[src/rtl/axi_lite_slave_regs_if.sv]
// axi_lite_slave_regs_if: AXI4-Lite AW/W/B/AR/R channel bundle
interface axi_lite_slave_regs_if #(
  parameter int ADDR_W = 4,
  parameter int DATA_W = 32
);
  logic [ADDR_W-1:0] AWADDR;
  logic AWVALID, AWREADY;
  logic [DATA_W-1:0] WDATA;
  logic WVALID, WREADY;
  logic [1:0] BRESP;
  logic BVALID, BREADY;
  logic [ADDR_W-1:0] ARADDR;
  logic ARVALID, ARREADY;
  logic [DATA_W-1:0] RDATA;
  logic [1:0] RRESP;
  logic RVALID, RREADY;
  modport master (
    output AWADDR, AWVALID, WDATA, WVALID, BREADY, ARADDR, ARVALID, RREADY,
    input AWREADY, WREADY, BRESP, BVALID, ARREADY, RDATA, RRESP, RVALID
  );
  modport slave (
    input AWADDR, AWVALID, WDATA, WVALID, BREADY, ARADDR, ARVALID, RREADY,
    output AWREADY, WREADY, BRESP, BVALID, ARREADY, RDATA, RRESP, RVALID
  );
endinterface

[src/rtl/axi_lite_slave_regs.sv]
// axi_lite_slave_regs: AXI4-Lite register file; define AXIL_SLVERR_EN to reject misaligned addresses with SLVERR
module axi_lite_slave_regs #(
  parameter int ADDR_W = 4,
  parameter int DATA_W = 32,
  parameter logic [DATA_W-1:0] RESET_VAL = '0
) (
  input  logic ACLK,
  input  logic ARESET,
  axi_lite_slave_regs_if.slave bus,
  output logic [(2**(ADDR_W-2))*DATA_W-1:0] reg_out
);
  localparam int NUM_REGS = 2**(ADDR_W-2);
`ifdef AXIL_SLVERR_EN
  localparam bit SLVERR = 1'b1;
`else
  localparam bit SLVERR = 1'b0;
`endif
  typedef enum logic {WR_IDLE, WR_RESP} wr_t;
  typedef enum logic {RD_IDLE, RD_DATA} rd_t;
  wr_t wr_state, wr_next;
  rd_t rd_state, rd_next;
  logic [DATA_W-1:0] regs [NUM_REGS];
  logic aw_got, w_got;
  logic [ADDR_W-1:0] aw_addr_q, wr_addr;
  logic [DATA_W-1:0] w_data_q, wr_data, rdata_q;
  logic [1:0] bresp_q, rresp_q;
  logic aw_hs, w_hs, b_hs, ar_hs, r_hs, commit, wr_err, rd_err;
  always_ff @(posedge ACLK) begin
    wr_state <= ARESET ? WR_IDLE : wr_next;
    rd_state <= ARESET ? RD_IDLE : rd_next;
  end
  // Commit counts handshakes of this cycle, so AW and W may arrive in any order or together
  always_comb begin
    bus.AWREADY = !ARESET && wr_state == WR_IDLE && !aw_got;
    bus.WREADY = !ARESET && wr_state == WR_IDLE && !w_got;
    bus.BVALID = wr_state == WR_RESP;
    bus.BRESP = bresp_q;
    aw_hs = bus.AWVALID && bus.AWREADY;
    w_hs = bus.WVALID && bus.WREADY;
    b_hs = bus.BVALID && bus.BREADY;
    wr_addr = aw_got ? aw_addr_q : bus.AWADDR;
    wr_data = w_got ? w_data_q : bus.WDATA;
    wr_err = SLVERR && wr_addr[1:0] != 2'b00;
    commit = wr_state == WR_IDLE && (aw_got || aw_hs) && (w_got || w_hs);
    wr_next = commit ? WR_RESP : b_hs ? WR_IDLE : wr_state;
  end
  always_comb begin
    bus.ARREADY = !ARESET && rd_state == RD_IDLE;
    bus.RVALID = rd_state == RD_DATA;
    bus.RDATA = rdata_q;
    bus.RRESP = rresp_q;
    ar_hs = bus.ARVALID && bus.ARREADY;
    r_hs = bus.RVALID && bus.RREADY;
    rd_err = SLVERR && bus.ARADDR[1:0] != 2'b00;
    rd_next = ar_hs ? RD_DATA : r_hs ? RD_IDLE : rd_state;
  end
  always_ff @(posedge ACLK) begin
    if (ARESET) begin
      aw_got <= 1'b0;
      w_got <= 1'b0;
      aw_addr_q <= '0;
      w_data_q <= '0;
      bresp_q <= 2'b00;
      rdata_q <= '0;
      rresp_q <= 2'b00;
      for (int i = 0; i < NUM_REGS; i++) regs[i] <= RESET_VAL;
    end else begin
      if (aw_hs) begin
        aw_got <= 1'b1;
        aw_addr_q <= bus.AWADDR;
      end
      if (w_hs) begin
        w_got <= 1'b1;
        w_data_q <= bus.WDATA;
      end
      if (commit) begin
        if (!wr_err) regs[wr_addr[ADDR_W-1:2]] <= wr_data;
        bresp_q <= wr_err ? 2'b10 : 2'b00;
      end
      if (b_hs) begin
        aw_got <= 1'b0;
        w_got <= 1'b0;
      end
      // Reads sample regs before this edge's write lands, giving pre-write data on a same-edge collision
      if (ar_hs) begin
        rdata_q <= rd_err ? '0 : regs[bus.ARADDR[ADDR_W-1:2]];
        rresp_q <= rd_err ? 2'b10 : 2'b00;
      end
    end
  end
  for (genvar i = 0; i < NUM_REGS; i++) begin : g_out
    assign reg_out[i*DATA_W +: DATA_W] = regs[i];
  end
endmodule

[src/flat_wrapper.sv]
// flat-port wrapper written by rule: the top's interface ports become plain ports
module axi_lite_slave_regs_flat 
#(
  parameter int ADDR_W = 4,
  parameter int DATA_W = 32,
  parameter logic [DATA_W-1:0] RESET_VAL = '0
)
  (ACLK, ARESET, reg_out, bus_AWADDR, bus_AWVALID, bus_WDATA, bus_WVALID, bus_BREADY, bus_ARADDR, bus_ARVALID, bus_RREADY, bus_AWREADY, bus_WREADY, bus_BRESP, bus_BVALID, bus_ARREADY, bus_RDATA, bus_RRESP, bus_RVALID);
  axi_lite_slave_regs_if #(.ADDR_W(ADDR_W), .DATA_W(DATA_W)) bus_i ();
  input  logic ACLK;
  input  logic ARESET;
  output logic [(2**(ADDR_W-2))*DATA_W-1:0] reg_out;
  input wire logic [$bits(bus_i.AWADDR)-1:0] bus_AWADDR;
  input wire logic [$bits(bus_i.AWVALID)-1:0] bus_AWVALID;
  input wire logic [$bits(bus_i.WDATA)-1:0] bus_WDATA;
  input wire logic [$bits(bus_i.WVALID)-1:0] bus_WVALID;
  input wire logic [$bits(bus_i.BREADY)-1:0] bus_BREADY;
  input wire logic [$bits(bus_i.ARADDR)-1:0] bus_ARADDR;
  input wire logic [$bits(bus_i.ARVALID)-1:0] bus_ARVALID;
  input wire logic [$bits(bus_i.RREADY)-1:0] bus_RREADY;
  output wire logic [$bits(bus_i.AWREADY)-1:0] bus_AWREADY;
  output wire logic [$bits(bus_i.WREADY)-1:0] bus_WREADY;
  output wire logic [$bits(bus_i.BRESP)-1:0] bus_BRESP;
  output wire logic [$bits(bus_i.BVALID)-1:0] bus_BVALID;
  output wire logic [$bits(bus_i.ARREADY)-1:0] bus_ARREADY;
  output wire logic [$bits(bus_i.RDATA)-1:0] bus_RDATA;
  output wire logic [$bits(bus_i.RRESP)-1:0] bus_RRESP;
  output wire logic [$bits(bus_i.RVALID)-1:0] bus_RVALID;
  assign bus_i.AWADDR = bus_AWADDR;
  assign bus_i.AWVALID = bus_AWVALID;
  assign bus_i.WDATA = bus_WDATA;
  assign bus_i.WVALID = bus_WVALID;
  assign bus_i.BREADY = bus_BREADY;
  assign bus_i.ARADDR = bus_ARADDR;
  assign bus_i.ARVALID = bus_ARVALID;
  assign bus_i.RREADY = bus_RREADY;
  assign bus_AWREADY = bus_i.AWREADY;
  assign bus_WREADY = bus_i.WREADY;
  assign bus_BRESP = bus_i.BRESP;
  assign bus_BVALID = bus_i.BVALID;
  assign bus_ARREADY = bus_i.ARREADY;
  assign bus_RDATA = bus_i.RDATA;
  assign bus_RRESP = bus_i.RRESP;
  assign bus_RVALID = bus_i.RVALID;
  axi_lite_slave_regs #(.ADDR_W(ADDR_W), .DATA_W(DATA_W), .RESET_VAL(RESET_VAL)) u_core (.ACLK(ACLK), .ARESET(ARESET), .bus(bus_i), .reg_out(reg_out));
endmodule
[config.mk]
export PLATFORM = sky130hd
export DESIGN_NAME = axi_lite_slave_regs_flat
export DESIGN_NICKNAME = d
export VERILOG_FILES = /design/src/rtl/axi_lite_slave_regs_if.sv /design/src/rtl/axi_lite_slave_regs.sv /design/src/flat_wrapper.sv
export SDC_FILE = /design/constraint.sdc
export NUM_CORES = 1
export LEC_CHECK = 0
export ABC_AREA = 1
export CAP_MARGIN = 20
export CORE_MARGIN = 3
export CORE_UTILIZATION = 35
export DETAILED_ROUTE_END_ITERATION = 10
export HOLD_SLACK_MARGIN = 0.06
export PLACE_DENSITY = 0.65
export SLEW_MARGIN = 25
export SYNTH_ARGS = -nofsm -noshare
export SYNTH_HDL_FRONTEND = slang
export SYNTH_SLANG_ARGS = --single-unit
[constraint.sdc]
create_clock -name ACLK -period 12.58 [get_ports ACLK]
set_input_delay 2.516 -clock ACLK [delete_from_list [all_inputs] [get_ports ACLK]]
set_output_delay 2.516 -clock ACLK [all_outputs]
set_load 0.005 [all_outputs]
==> flow_summary.json <==
{
  "cp_slowest_cell": "clkdlybuf4s50_1",
  "synth.cell_area_sq_um": 8260,
  "worstReg2RegStart": "u_core.w_got",
  "grt_max_degree": 67,
  "die_x_microns": 160,
  "ir_drop_v": 0.0000802,
  "multi_input_area_sq_um": 2570,
  "crit_path_max_fanout": 5,
  "timing.final.crit_share": 0.534,
  "post-cts-setup-buffer-count": 0,
  "crit_path_start_kind": "input pin",
  "critical_path_buf_inv_count": 3,
  "period_needed_ns": 6.72,
  "synth_area_per_cell_sq_um": 9.55,
  "nets": 1080,
  "htreeDepth": 4,
  "grt_pass1_wl_microns": 38600,
  "dieHeight_microns": 160,
  "synthAdderAreaFrac": 0,
  "numCtsBuffers": 17,
  "ys.warnings.count": 0,
  "fin_cells": 1359,
  "track_usage": 0.196,
  "grt_pass1_vias": 6393,
  "drc": 0,
  "synth-simple-area-share": 0.176,
  "synth_cell_types": 24,
  "path_clk_slew_ns": 0.08,
  "setup.worst_path.start": "ARESET",
  "antenna_left": 0,
  "synth_xor_area_frac": 0,
  "drtIter0Drc": 574,
  "p_leak_uw": 0.00407,
  "synth_top_family_by_area": "simple AND/OR/NAND/NOR gates",
  "ios": 216,
  "wl_microns": 25700,
  "viasPerCell": 5.03,
  "worstPathArrival_ns": 4.20,
  "clock_latency_ns": 0.43,
  "min_path_type": "reg -> reg",
  "maxSlewHeadroom": 0.282,
  "clock-sinks": 198,
  "finalClockSkew_ns": 0.0147,
  "grt-ovfl-total": 0,
  "finalMaxSlewViolations": 0,
  "start_util": 0.360,
  "power_density_nw_per_um2": 135,
  "wl_per_cell_microns": 18.9,
  "drv_cap": 0,
  "crit_required_ns": 10.06,
  "dieArea_sq_um": 25500,
  "utilization": 0.485,
  "syn_inst": 864,
  "root_buffer": "clkbuf_16",
  "tns_ns": 0,
  "portBuffers": 207,
  "rsz0062_at_grt": "no",
  "critPathKind": "in -> out",
  "ys_seq_area_frac": 0.635,
  "drtPass1Iterations": 5,
  "synth_compound_area_frac": 0.128,
  "cts_tree": "built",
  "design_area_sq_um": 11100,
  "dpl_cell_area_sq_um": 10500,
  "ff_latch_area_sq_um": 5250,
  "synthMuxAreaShare": 0,
  "path_delay_family": "buffers and inverters",
  "layout-drive-gt1-share": 0.0574,
  "setup_viol": 0,
  "dp_cells": 1327,
  "dpl.hpwl_microns": 16700,
  "cts_buffer_depth": 2,
  "synth_seq_cells": 198,
  "areaGrowthSynthToFinish_pct": 34.6,
  "max_stage_delay_ns": 0.69,
  "antenna_cells": 0,
  "rows": 55,
  "fp.coreArea_sq_um": 22900,
  "fmax_ghz": 0.149,
  "status": "finished clean",
  "ctsResizeCount": 0,
  "path_common_cell": "clkdlybuf4s50_1",
  "hold_viol": 0,
  "dr_total_vias": 6841,
  "worst_pin_slew_ns": 1.07,
  "antenna_found_initial": 0,
  "num-fill-cells": 2099,
  "cp_cell_sequence": "clkdlybuf4s50_1 -> nor2_4 -> inv_1 -> nor2_1 -> clkdlybuf4s50_1",
  "end_kind": "output pin",
  "cts_hold_buf": 0,
  "holdCritStartpoint": "u_core.w_data_q[18]",
  "gp_congestion": 0.823
}
[layer usage]
metal | up-vias | GRT usage | wire length, microns
li1 | 3308 | - | -
met1 | 3212 | 0.262 | 11200
met2 | 289 | 0.319 | 12000
met3 | 32 | 0.0455 | 1890
met4 | 0 | 0.0621 | 550
met5 | - | 0 | 0
[per-stage QoR]
| stage | hold WS, ns | power (uW) | setup slack, ns |
|---|---|---|---|
| finish | 0.452 | 1500 | 5.86 |
| global route | 0.463 | 1560 | 5.79 |
| CTS | 0.455 | 1510 | 5.92 |
| detailed placement | 0.443 | 976 | 5.93 |
| global placement | 0.438 | 973 | 5.94 |
| floorplan | 0.429 | 858 | 6.70 |
[cells in the mapped netlist]
cell / number / area (sq um)
nand4_1: 1 / 6.26
nor2_4: 1 / 11.3
a21oi_1: 36 / 180
clkbuf_2: 1 / 5.00
buf_1: 4 / 15.0
buf_4: 4 / 30.0
o21ai_2: 1 / 8.76
buf_2: 12 / 60.1
inv_1: 39 / 146
nor2_1: 136 / 510
edfxtp_1: 128 / 3840
inv_2: 3 / 11.3
buf_6: 5 / 56.3
nand2_1: 111 / 417
o21ai_0: 132 / 661
o22ai_1: 32 / 200
dfxtp_1: 70 / 1400
conb_1: 1 / 3.75
o21ai_1: 1 / 5.00
clkbuf_1: 45 / 169
nand3_1: 36 / 180
nor3_1: 62 / 310
nor3_2: 2 / 20.0
clkinv_1: 1 / 3.75
[area by class of cell]
cell class	instances	share of cell area
sequential	198	0.472
multi-input combinational	555	0.231
tap	313	0.0352
clock buffer	17	0.0383
timing repair buffer	218	0.193
inverter	43	0.0146
clock inverter	15	0.0147
[worst register-to-register path: stages, from the launching register on]
cell,delay [ns]
dfxtp_4,0.73
inv_2,0.13
nand3_4,0.49
nand2_1,0.15
nand2_1,0.11
inv_2,0.04
nand3_1,0.05
buf_4,0.43
nand2_2,0.70
[cells in the final DEF (no fill, tap or decap), types with 3 or more instances in the layout]
cell | Yosys | routed
inv_2 | 3 | 5
buf_4 | 4 | 11
nand3_1 | 36 | 35
nor2_1 | 136 | 136
nand2_1 | 111 | 109
clkdlybuf4s50_1 | 0 | 206
a21oi_1 | 36 | 36
o21ai_0 | 132 | 130
inv_6 | 0 | 4
clkinv_8 | 0 | 4
clkbuf_16 | 0 | 17
nor3_1 | 62 | 62
edfxtp_1 | 128 | 128
o22ai_1 | 32 | 32
conb_1 | 1 | 4
o21ai_4 | 0 | 3
inv_1 | 39 | 37
inv_8 | 0 | 3
dfxtp_1 | 70 | 69
[power by group]
part	switching, uW	internal [uW]	leakage (uW)
registers	23.7	730	0.00190
logic	119	88.3	0.00189
clock network	271	267	0.000286
total	414	1090	0.00407
[worst paths after layout]
kind	end	slack (ns)	cells past startpoint
worst min-delay path	u_core.w_data_q[18]	0.45	2
worst max-delay path	bus_AWREADY	5.86	5
worst max register to register	u_core.regs[1][30]	9.24	8
worst min register to register	u_core.w_data_q[18]	0.45	2
[sequential cells by signal (all words and copies together), names as in the netlist]
| name | flops |
|---|---|
| u_core.regs | 128 |
| u_core.bus.RDATA | 32 |
| u_core.w_data_q | 32 |
| u_core.aw_addr_q | 2 |
| u_core.aw_got | 1 |
| u_core.bus.BVALID | 1 |
| u_core.bus.RVALID | 1 |
| u_core.w_got | 1 |
[cell families after synthesis]
| family | after synthesis |
|---|---|
| compound gates | 202 |
| flops | 198 |
| other cells | 1 |
| simple gates | 349 |
| buf+inv | 114 |
No activity file was read; power rests on OpenSTA's default activity.
